[config.mk]
export PLATFORM = sky130hd
export DESIGN_NAME = px_sobel_wnd
export DESIGN_NICKNAME = d
export VERILOG_FILES = /design/src/rtl/px_sobel_wnd.sv
export SDC_FILE = /design/constraint.sdc
export NUM_CORES = 1
export LEC_CHECK = 0
export ABC_AREA = 1
export CAP_MARGIN = 10
export CORE_AREA = 8 8 162 164
export CTS_BUF_LIST = sky130_fd_sc_hd__clkbuf_4
export CTS_CLUSTER_SIZE = 24
export DETAILED_ROUTE_END_ITERATION = 10
export DIE_AREA = 0 0 170 172
export SETUP_SLACK_MARGIN = 0.1
export SYNTH_ARGS = -nofsm -noshare
export SYNTH_HDL_FRONTEND = slang
export SYNTH_SLANG_ARGS = --single-unit
[constraint.sdc]
create_clock -name clk -period 6.2 [get_ports clk]
set_input_delay 1.86 -clock clk [delete_from_list [all_inputs] [get_ports clk]]
set_output_delay 1.86 -clock clk [all_outputs]
set_load 0.01 [all_outputs]
[src/rtl/px_sobel_wnd.sv]
// 3x3 Sobel window engine: fetches grey pixels column by column from a circular
// row buffer in BRAM and emits saturated |Gx|+|Gy| for every interior column.
module px_sobel_wnd #(
    parameter int IMG_W    = 640,
    parameter int IMG_H    = 480,
    parameter int BUF_ROWS = 8
) (
    input  logic        clk,
    input  logic        rst,
    input  logic        wnd_in_bram,
    output logic        bram_rd_en,
    output logic [31:0] bram_rd_addr,
    input  logic [31:0] bram_rd_data,
    output logic [7:0]  px_out_data,
    output logic        px_out_valid,
    input  logic        px_out_ready,
    output logic        pixel_ack,
    output logic        frame_done,
    output logic        busy
);

    localparam int CW = (IMG_W > 2) ? $clog2(IMG_W) : 1;
    localparam int RW = (BUF_ROWS > 2) ? $clog2(BUF_ROWS) : 1;
    localparam int OW = (IMG_H > 2) ? $clog2(IMG_H) : 1;

    typedef enum logic [2:0] {
        IDLE,
        RD0,
        RD1,
        RD2,
        WAIT,
        OUT,
        ROW_END
    } state_t;

    state_t        state;
    logic [CW-1:0] col;
    logic [CW-1:0] col_nxt;
    logic [RW-1:0] row_idx;
    logic [OW-1:0] out_row;
    logic [7:0]    nc0;
    logic [7:0]    nc1;
    logic [7:0]    p      [0:2][0:2];
    logic [7:0]    w      [0:2][0:2];
    logic [7:0]    newcol [0:2];
    logic          last_row;
    logic          unused_rd_hi;

    logic signed [10:0] gx;
    logic signed [10:0] gy;
    logic [10:0]        ax;
    logic [10:0]        ay;
    logic [11:0]        sum;
    logic [7:0]         mag;

    assign unused_rd_hi = ^bram_rd_data[31:8];
    assign busy         = (state != IDLE);
    assign col_nxt      = col + CW'(1);
    assign last_row     = (out_row == OW'(IMG_H - 3));

    // Word address of window row k for a column, wrapping around the ring buffer.
    function automatic logic [31:0] row_addr(input logic [RW-1:0] r, input logic [1:0] k,
                                             input logic [CW-1:0] c);
        logic [31:0] rr;
        rr = 32'(r) + 32'(k);
        if (rr >= 32'(BUF_ROWS)) rr = rr - 32'(BUF_ROWS);
        return rr * 32'(IMG_W) + 32'(c);
    endfunction

    function automatic logic signed [10:0] ext(input logic [7:0] v);
        return signed'({3'b000, v});
    endfunction

    // Window as it will look after the WAIT shift, so the magnitude is ready on OUT entry.
    always_comb begin
        newcol[0] = nc0;
        newcol[1] = nc1;
        newcol[2] = bram_rd_data[7:0];
        for (int unsigned r = 0; r < 3; r++) begin
            w[r][0] = p[r][1];
            w[r][1] = p[r][2];
            w[r][2] = newcol[r];
        end
    end

    always_comb begin
        gx  = (ext(w[0][2]) + (ext(w[1][2]) <<< 1) + ext(w[2][2]))
            - (ext(w[0][0]) + (ext(w[1][0]) <<< 1) + ext(w[2][0]));
        gy  = (ext(w[2][0]) + (ext(w[2][1]) <<< 1) + ext(w[2][2]))
            - (ext(w[0][0]) + (ext(w[0][1]) <<< 1) + ext(w[0][2]));
        ax  = gx[10] ? 11'(-gx) : 11'(gx);
        ay  = gy[10] ? 11'(-gy) : 11'(gy);
        sum = {1'b0, ax} + {1'b0, ay};
        mag = (sum > 12'd255) ? 8'hFF : sum[7:0];
    end

    always_ff @(posedge clk or posedge rst) begin
        if (rst) begin
            state        <= IDLE;
            col          <= '0;
            row_idx      <= '0;
            out_row      <= '0;
            nc0          <= '0;
            nc1          <= '0;
            bram_rd_en   <= 1'b0;
            bram_rd_addr <= '0;
            px_out_data  <= '0;
            px_out_valid <= 1'b0;
            pixel_ack    <= 1'b0;
            frame_done   <= 1'b0;
            for (int unsigned r = 0; r < 3; r++) begin
                for (int unsigned c = 0; c < 3; c++) begin
                    p[r][c] <= '0;
                end
            end
        end else begin
            pixel_ack  <= 1'b0;
            frame_done <= 1'b0;
            case (state)
                IDLE: begin
                    if (wnd_in_bram) begin
                        state        <= RD0;
                        bram_rd_en   <= 1'b1;
                        bram_rd_addr <= row_addr(row_idx, 2'd0, col);
                    end
                end
                RD0: begin
                    state        <= RD1;
                    bram_rd_addr <= row_addr(row_idx, 2'd1, col);
                end
                RD1: begin
                    nc0          <= bram_rd_data[7:0];
                    state        <= RD2;
                    bram_rd_addr <= row_addr(row_idx, 2'd2, col);
                end
                RD2: begin
                    nc1        <= bram_rd_data[7:0];
                    state      <= WAIT;
                    bram_rd_en <= 1'b0;
                end
                WAIT: begin
                    for (int unsigned r = 0; r < 3; r++) begin
                        for (int unsigned c = 0; c < 3; c++) begin
                            p[r][c] <= w[r][c];
                        end
                    end
                    if (col >= CW'(2)) begin
                        state        <= OUT;
                        px_out_data  <= mag;
                        px_out_valid <= 1'b1;
                    end else begin
                        col          <= col_nxt;
                        state        <= RD0;
                        bram_rd_en   <= 1'b1;
                        bram_rd_addr <= row_addr(row_idx, 2'd0, col_nxt);
                    end
                end
                OUT: begin
                    if (px_out_ready) begin
                        px_out_valid <= 1'b0;
                        if (col < CW'(IMG_W - 1)) begin
                            col          <= col_nxt;
                            state        <= RD0;
                            bram_rd_en   <= 1'b1;
                            bram_rd_addr <= row_addr(row_idx, 2'd0, col_nxt);
                        end else begin
                            col        <= '0;
                            state      <= ROW_END;
                            pixel_ack  <= 1'b1;
                            frame_done <= last_row;
                        end
                    end
                end
                ROW_END: begin
                    state <= IDLE;
                    if (last_row) begin
                        out_row <= '0;
                        row_idx <= '0;
                    end else begin
                        out_row <= out_row + OW'(1);
                        row_idx <= (row_idx == RW'(BUF_ROWS - 1)) ? '0 : row_idx + RW'(1);
                    end
                end
                default: state <= IDLE;
            endcase
        end
    end

endmodule

==> results.md <==
- Peak Freq: 0.166 GHz
- Worst hold slack: 0.480 ns
- Input/output buffers: 56
- Syn Inst Count: 1,309
- P&R area growth vs syn: 24.4%
- Hold_buf cts: 0
- Cell Area, Synth: 0.0105 mm²
- Drt via density: 4.74
- Async SR Flop Fraction: 1.00
- GR Util All Layers: 0.174
- Critical path's top delay family: adder cells
- Top cells by area, synth: dfrtp_1 (32%), fa_1 (13%), nand2_1 (11%)
- Routability cong.: 0.859
- Core ar.: 0.0238 mm²
- CTS max path bufs: 2
- CTS tree: done
- CTS buffer count: 17
- Starting Density: 0.440
- Grt ovf: 0
- Final critical-path required period: 6.03 ns
- Largest net degree at the start of global routing: 96
- DR vias: 8,614
- Setup slack after layout: 0.169 ns
- DRC violations left: 0
- FILL cells: 2,293
- Hold_sp: bram_rd_addr[14]$_DFFE_PP0P_
- Register area share after synthesis: 0.317
- Synth unique cells: 49
- Iteration count of the initial detailed-routing pass: 5
- Dpl ws: -1.09 ns
- Slew HR: 0.282
- RSZ-0062 raised after global routing: true
- EDFF count, synth: 0
- WP data required: 6.67 ns
- Die Y: 172 µm
- Reg-to-reg startpoint: nc0[3]$_DFFE_PP0P_
- Final Net Count: 1,659
- Final Skew: 0.0348 ns
- Post-synth net total: 1,491
- Max FO, Critical Path: 8
- Period utilization: 0.973
- I/O pin total: 81
- Final WL: 23.8 mm
- Max Slew Vio Count: 0
- Status: completed
- Final Hold Fails: 0
- 1st-iter DRT viols: 412
- Die area: 0.0292 mm²
- Most used DFF post-synth: dfrtp_1
- Placed Cells: 1,757
- CTS H-tree lvls: 4
- Mapped Avg Cell Area: 8.01 µm²
- Worst-margin pin slew: 1.07 ns
- Final setup fails: 0
- Synth top cells by count: nand2_1 (306), inv_1 (252), dfrtp_1 (133)
- Antenna violations before repair: 1
- Top-count cell post-synth: nand2_1
- Yosys warning total: 0
- Top cell type's share of synthesized area: 0.317
- Critical setup path kind: input port to flip-flop
- Core Rows: 57
- First-pass GRT wire length: 41.7 mm
- Worst path max stage delay: 0.53 ns
- R2R setup slack: 1.12 ns
- Post-DP HPWL: 18.3 mm
- Avg WL per Cell: 13.1 µm
- Worst Setup End Kind: flip-flop
- Vias in the first global route: 8,938
- Crit start category: input port
- Ratio of cells with drive above 1 in the final layout: 0.200
- Clock latency on the worst-skew pair: 0.57 ns
- Layout Cells excl Fill: 1,816
- Synthesized flop and latch total: 133
- Crit path from: bram_rd_data[4]
- Clock sink total: 133
- Hold Path Class: flip-flop to flip-flop
- Sequential Area: 0.00333 mm²
- CTS root buf: clkbuf_4
- Slowest CP cell: fa_1
- Critical path's most frequent cell: nand2_1
- Yosys top cell by area: dfrtp_1
- Fin Setup TNS: 0 ns
- Antenna-violating nets left: 0
- Maxcap violations: 0
- Chip width: 170 µm
- Crit path arrival time: 6.51 ns
- Clock slew at reported path FFs: 0.14 ns
- Buf/Inv on CP: 9
- Multi-input gate area: 0.00661 mm²
-- final timing paths --
| check | end | cells past startpoint |
|---|---|---|
| max | px_out_data[0]$_DFFE_PP0P_ | 29 |
| min | bram_rd_addr[14]$_DFFE_PP0P_ | 2 |
| max reg2reg | px_out_data[0]$_DFFE_PP0P_ | 28 |
| min reg2reg | bram_rd_addr[14]$_DFFE_PP0P_ | 2 |
| max in group asynchronous | p[13]$_DFFE_PP0P_ | 3 |
| min in group asynchronous | nc0[0]$_DFFE_PP0P_ | 2 |
-- cell families after synthesis --
group,count (synthesis),share of synthesized area
adders and majority gates,146,0.222
DFF,133,0.317
buffers and inverters,283,0.106
xor gates and xnor gates,43,0.0359
and+or+nand+nor,513,0.217
muxes,2,0.00215
AOI/OAI and AO/OA,189,0.0995
-- metrics by stage --
| stage | utilization | instance area (µm²) |
|---|---|---|
| after floorplan | - | 10700 |
| after global placement | 0.513 | 12200 |
| after detailed placement | 0.513 | 12200 |
| after CTS | 0.536 | 12800 |
| after global routing | 0.548 | 13000 |
| final | 0.548 | 13000 |
-- final cells by class --
cell class | count | share of cell area
flip-flops and latches | 133 | 0.255
diodes | 2 | 0.000384
inverters | 256 | 0.0745
well taps | 324 | 0.0311
clock inverters | 12 | 0.00815
repair buffers | 176 | 0.113
multi-input cells | 893 | 0.507
clock buffers | 20 | 0.0115
-- state kept, by name (all words and copies together) (netlist names) --
signal and cells:
col 10, out_row 9, nc0 8, pixel_ack 1, bram_rd_addr 32, frame_done 1
px_out_data 8, px_out_valid 1, state 3, p 48, row_idx 3, nc1 8
bram_rd_en 1
-- timing repair --
action / CTS / global route
setup endpoints to repair: 8 / 8
buffers inserted: 19 / 6
gates resized for setup: 63 / 50
pin swaps: 54 / 51
-- worst min-delay path, stage by stage (launching register included) --
cell     delay (ns)
dfrtp_1        0.36
nand2_1        0.05
nand2_1        0.04
-- per-layer routing --
layer / GRT usage / share of wire / vias up
met5: 0 / 0 / -
met4: 0.0469 / 0.014 / 0
met3: 0.0299 / 0.030 / 27
met2: 0.314 / 0.51 / 98
met1: 0.211 / 0.45 / 4052
li1: - / - / 4437
-- cell usage in the layout, fill, tap and decap left out, types with 11 or more instances in the layout --
master / count
inv_1: 237
clkdlybuf4s50_1: 48
nand4_1: 14
buf_4: 115
dfrtp_1: 133
a21oi_2: 13
inv_2: 16
ha_1: 64
nand3_1: 44
nand2_1: 295
clkbuf_4: 20
o21ai_0: 92
a21oi_1: 35
fa_1: 60
nand2_2: 15
nor2_1: 78
ha_4: 14
o22ai_1: 11
xor2_1: 27
Power is left out: the tool's default activity adds up to more than one toggle a clock period on the data nets, which glitch-free logic cannot reach.
